File: src/rtl/rom_fetch_sequencer.sv
// Shares one registered-read character ROM among NUM_DIG digit-address requesters.
// The patterns of a sweep are gathered in a shadow bank and committed to sseg_bank in one edge.
module rom_fetch_sequencer #(
   parameter int unsigned          ADDR_W  = 7,
   parameter int unsigned          DATA_W  = 8,
   parameter int unsigned          NUM_DIG = 4,
   parameter int unsigned          ROM_LAT = 1,
   parameter logic [DATA_W-1:0]    BLANK   = 8'hFF
) (
   input  logic                        clk,
   input  logic                        rst,
   input  logic [NUM_DIG*ADDR_W-1:0]   addr_vec,
   input  logic                        force_refresh,
   output logic [ADDR_W-1:0]           rom_addr,
   output logic                        rom_en,
   input  logic [DATA_W-1:0]           rom_data,
   output logic [NUM_DIG*DATA_W-1:0]   sseg_bank,
   output logic                        bank_valid,
   output logic                        busy,
   output logic                        update_pulse
);

   localparam int unsigned IDX_W = (NUM_DIG > 1) ? $clog2(NUM_DIG) : 1;
   localparam int unsigned CNT_W = (ROM_LAT > 1) ? $clog2(ROM_LAT) : 1;
   localparam logic [IDX_W-1:0] LAST_IDX = IDX_W'(NUM_DIG - 1);
   localparam logic [CNT_W-1:0] LAST_CNT = CNT_W'(ROM_LAT - 1);

   typedef enum logic [1:0] {
      S_IDLE,
      S_ISSUE,
      S_WAIT
   } state_t;

   state_t                      state, state_n;
   logic [IDX_W-1:0]            idx, idx_n;
   logic [CNT_W-1:0]            cnt, cnt_n;
   logic [NUM_DIG*ADDR_W-1:0]   snap, snap_n;
   logic                        pend, pend_n;
   logic                        capture;
   logic                        commit;
   logic [DATA_W-1:0]           shadow [NUM_DIG];
   logic [NUM_DIG*DATA_W-1:0]   bank_n;

   always_ff @(posedge clk or negedge rst) begin
      if (!rst) begin
         state        <= S_IDLE;
         idx          <= '0;
         cnt          <= '0;
         snap         <= '0;
         pend         <= 1'b1;
         sseg_bank    <= {NUM_DIG{BLANK}};
         bank_valid   <= 1'b0;
         update_pulse <= 1'b0;
         for (int unsigned i = 0; i < NUM_DIG; i++) begin
            shadow[i] <= BLANK;
         end
      end else begin
         state        <= state_n;
         idx          <= idx_n;
         cnt          <= cnt_n;
         snap         <= snap_n;
         pend         <= pend_n;
         update_pulse <= commit;
         if (capture) begin
            shadow[idx] <= rom_data;
         end
         if (commit) begin
            sseg_bank  <= bank_n;
            bank_valid <= 1'b1;
         end
      end
   end

   always_comb begin
      state_n = state;
      idx_n   = idx;
      cnt_n   = cnt;
      snap_n  = snap;
      pend_n  = pend;
      capture = 1'b0;
      commit  = 1'b0;
      case (state)
         S_IDLE: begin
            // A refresh arriving on the start edge is absorbed by this sweep.
            if ((addr_vec != snap) || force_refresh || pend) begin
               state_n = S_ISSUE;
               snap_n  = addr_vec;
               pend_n  = 1'b0;
               idx_n   = '0;
            end
         end
         S_ISSUE: begin
            state_n = S_WAIT;
            cnt_n   = '0;
            if (force_refresh) pend_n = 1'b1;
         end
         S_WAIT: begin
            if (force_refresh) pend_n = 1'b1;
            if (cnt == LAST_CNT) begin
               capture = 1'b1;
               if (idx == LAST_IDX) begin
                  commit  = 1'b1;
                  state_n = S_IDLE;
               end else begin
                  idx_n   = idx + 1'b1;
                  state_n = S_ISSUE;
               end
            end else begin
               cnt_n = cnt + 1'b1;
            end
         end
         default: state_n = S_IDLE;
      endcase
   end

   // Last digit bypasses the shadow so the commit lands on its capture edge.
   always_comb begin
      bank_n = '0;
      for (int unsigned i = 0; i < NUM_DIG - 1; i++) begin
         bank_n[i*DATA_W +: DATA_W] = shadow[i];
      end
      bank_n[(NUM_DIG-1)*DATA_W +: DATA_W] = rom_data;
   end

   assign busy     = (state != S_IDLE);
   assign rom_en   = (state == S_ISSUE);
   assign rom_addr = busy ? snap[idx*ADDR_W +: ADDR_W] : '0;

endmodule

File: config.mk
export PLATFORM = sky130hd
export DESIGN_NAME = rom_fetch_sequencer
export DESIGN_NICKNAME = d
export VERILOG_FILES = /design/src/rtl/rom_fetch_sequencer.sv
export SDC_FILE = /design/constraint.sdc
export NUM_CORES = 1
export LEC_CHECK = 0
export BUFFER_PORTS_ARGS = -buffer_cell sky130_fd_sc_hd__buf_4
export CORE_MARGIN = 10
export CORE_UTILIZATION = 55
export CTS_CLUSTER_SIZE = 25
export DETAILED_ROUTE_END_ITERATION = 8
export GPL_TIMING_DRIVEN = 0
export PLACE_DENSITY = 0.82
export SYNTH_ARGS = -nofsm -noshare
export SYNTH_HDL_FRONTEND = slang
export SYNTH_SLANG_ARGS = --single-unit
export TNS_END_PERCENT = 30
File: constraint.sdc
create_clock -name clk -period 5 [get_ports clk]
set_clock_uncertainty 0.15 [all_clocks]
set_input_delay 1 -clock clk [delete_from_list [all_inputs] [get_ports clk]]
set_output_delay 1 -clock clk [all_outputs]
set_load 0.05 [all_outputs]
==> run_results.csv <==
group,metric,value,unit
cells_and_area,area_delta_synth_final,22.3,%
route,dr.pass1.iters,4,
logic_synthesis,synthSimpleGateAreaFrac,4.50,%
cells_and_area,final_net_count,419,
sta,worst_pin_slew,1.09,ns
route,num_vias,2567,
critical_path,crit_arrival,2.31,ns
grt,grt_pass1_vias,2813,
cells_and_area,drive_above_1_share,65.5,%
outcome,status,"completed",
logic_synthesis,synth_cell_types,33,
logic_synthesis,synth_seq_cells,91,
pwr,switchingPower,0.394,mW
clock_tree,cts_setup_buffers,0,
clock_tree,clkLatencyLatePin,0.35,ns
clock_tree,cts.clk_slew.worst_paths,0.09,ns
critical_path,startpoint,"idx[0]",
sta,report.final.slew_viol_count,0,
route,ant_nets,0,
critical_path,path_max_fanout,10,
pwr,internal-power,1.11,mW
grt,grt_usage,16.1,%
sta,setup_viol,0,
grt,grt_max_degree,92,
route,vias_per_cell,5.39,
cells_and_area,n_antenna_cell,0,
clock_tree,cts_buffers,9,
critical_path,r2r_start,"state[0]",
logic_synthesis,yosys.area.top_type_share,35.9,%
die,die_w,107,microns
cells_and_area,fillers,540,
critical_path,cp-end-kind,"output pin",
pwr,ir_worst_vdd,0.165,mV
clock_tree,cts_tree,"done",
pwr,power_frac_comb,12.8,%
die,core,7330,sq um
clock_tree,hold_buffers,0,
pwr,clkPwrFrac,33.0,%
logic_synthesis,avgSynthCellArea,14.9,sq um
route,routedWlPerCell,18.7,microns
clock_tree,post_cts_resize_count,0,
sta,whs,0.340,ns
critical_path,crit_path_start_kind,"register",
run,drv_cap,0,
logic_synthesis,syn_area,4170,sq um
clock_tree,cts-root-buf,"clkbuf_8",
route,wl,8910,microns
sta,rsz0062_at_grt,"no",
critical_path,crit_type,"register to output pin",
die,boundaryPins,82,
route,dr.first_iter.drc_count,86,
logic_synthesis,synth_xor_area_share,5.88,%
sta,period_needed,3.46,ns
logic_synthesis,netlist_top_cells_area,"dfstp_2 (36%), mux2_2 (22%), dfrtp_1 (20%)",
die,dieArea,11500,sq um
placed_design,port_buffers,81,
pwr,power.leakage,2.20,nW
logic_synthesis,synth_top_family_by_area,"multiplexers",
clock_tree,clockBufferDepth,2,
clock_tree,h-tree-depth,3,
grt,antenna_found_initial,0,
worst_hold_path,min_from,"bank_valid",
logic_synthesis,yosys.area.top_type,"dfstp_2",
sta,hold_viol,0,
die,row_count,31,
logic_synthesis,synthCells,280,
logic_synthesis,synth_adder_area_share,2.40,%
clock_tree,cts_sinks,91,
placed_design,gp_congestion,0.782,
sta,fin_ws,1.54,ns
worst_hold_path,hp-class,"register to register",
die,die_h,107,microns
logic_synthesis,ys_seq_area_share,56.3,%
grt,grt_pass1_wl,14700,microns
placed_design,hpwl,6560,microns
critical_path,cp.required,3.85,ns
die,initial_core_util,56.9,%
logic_synthesis,ys.warnings.count,0,
logic_synthesis,synth_compound_area_share,2.49,%
logic_synthesis,synthMuxAreaShare,26.5,%
logic_synthesis,synth_fp_nets,327,
route,drc,0,
pwr,sw_frac_of_total,26.3,%
placed_design,pre_cts_ws,1.76,ns
sta,setup_tns,0,ns
sta,relSlewSlack,27.1,%
critical_path,r2r_slack,2.37,ns
pwr,power.density,294,nW/um^2
cells_and_area,fin_util,69.6,%
grt,grt_overflow,0,
sta,finalCritPeriodShare,69.2,%
pwr,p_seq_share,54.2,%
sta,timing.fmax,289,MHz
## sequential cells by signal, indices dropped and copies added, names as in the netlist
name,cells
bank_n,24
bank_valid,1
idx,2
pend,1
snap,28
sseg_bank,32
state,2
update_pulse,1
## metal layers
metal | global-route usage [%] | part of all wire [%] | vias up
met4 | 5.13 | 0.88 | 0
li1 | - | - | 1189
met3 | 3.29 | 4.7 | 8
met5 | 0 | 0 | -
met2 | 27.5 | 52 | 55
met1 | 19.8 | 42 | 1315
## area by class of cell
type / count / area, sq um / share of cell area (%)
sequential: 91 / 2350 / 46.0
multi-input combinational: 173 / 1740 / 34.1
timing repair buffer: 81 / 608 / 11.9
clock buffer: 10 / 128 / 2.50
tap: 99 / 124 / 2.43
clock inverter: 6 / 70.1 / 1.37
buffer: 10 / 60.1 / 1.18
inverter: 6 / 22.5 / 0.442
## cells in the mapped netlist, drive strengths merged
cell type,instances
nor4b,1
o31ai,2
xor2,28
nand2b,2
mux2,84
and2,7
nand2,5
or2,1
nand3b,1
mux4,7
clkbuf,7
nand4,2
o311ai,1
dfrtp,34
dfstp,57
nor3,4
a211o,1
o21ai,4
a211oi,1
nor4,7
a21oi,2
inv,5
nor2,2
o211ai,1
a22oi,1
buf,3
clkinv,1
o21bai,1
ha,8
## cells in the final DEF (no fill, tap or decap), drive strengths merged, types with 2 or more instances in the layout
master	netlist	layout
mux2	84	84
buf	3	84
dfstp	57	57
dfrtp	34	34
xor2	28	28
clkbuf	7	17
ha	8	8
inv	5	8
mux4	7	7
and2	7	7
nor4	7	7
nand2	5	5
nor3	4	4
o21ai	4	4
nor2	2	2
nand2b	2	2
o31ai	2	2
a21oi	2	2
clkinv	1	2
nand4	2	2
## power by group through the flow
stage	combinational (mW)	sequential, mW	clock (mW)
global placement	0.192	0.822	0
global route	0.206	0.818	0.537
CTS	0.196	0.813	0.506
detailed placement	0.195	0.825	0
finish	0.192	0.813	0.495
floorplan	0.0646	0.868	0
## worst max-delay path: stages, from the launching register on
cell and delay (ns):
dfrtp_1 0.46, buf_1 0.56, mux4_2 0.59, and2_1 0.17, buf_4 0.18
## per-stage QoR
step	cells	area [sq um]	total power [mW]
2_1_floorplan	280	4170	0.933
3_3_place_gp	460	4900	1.01
3_5_place_dp	460	4900	1.02
4_1_cts	476	5100	1.52
5_1_grt	476	5100	1.56
6_report	476	5100	1.50
## logic make-up after synthesis
kind of cell    after synthesis
buf+inv                      16
mux                          91
xor+xnor                     28
compound gates               14
fa+ha+maj                     8
flops                        91
simple gates                 32
## path summary, 6_finish.rpt
check / to / depth (start not counted)
max: rom_addr[1] / 4
max in group asynchronous: state[1] / 1
min reg2reg: bank_valid / 1
min in group asynchronous: snap[18] / 1
min: bank_valid / 1
max reg2reg: sseg_bank[19] / 7
Note: power is estimated with default switching activity, not from simulation.
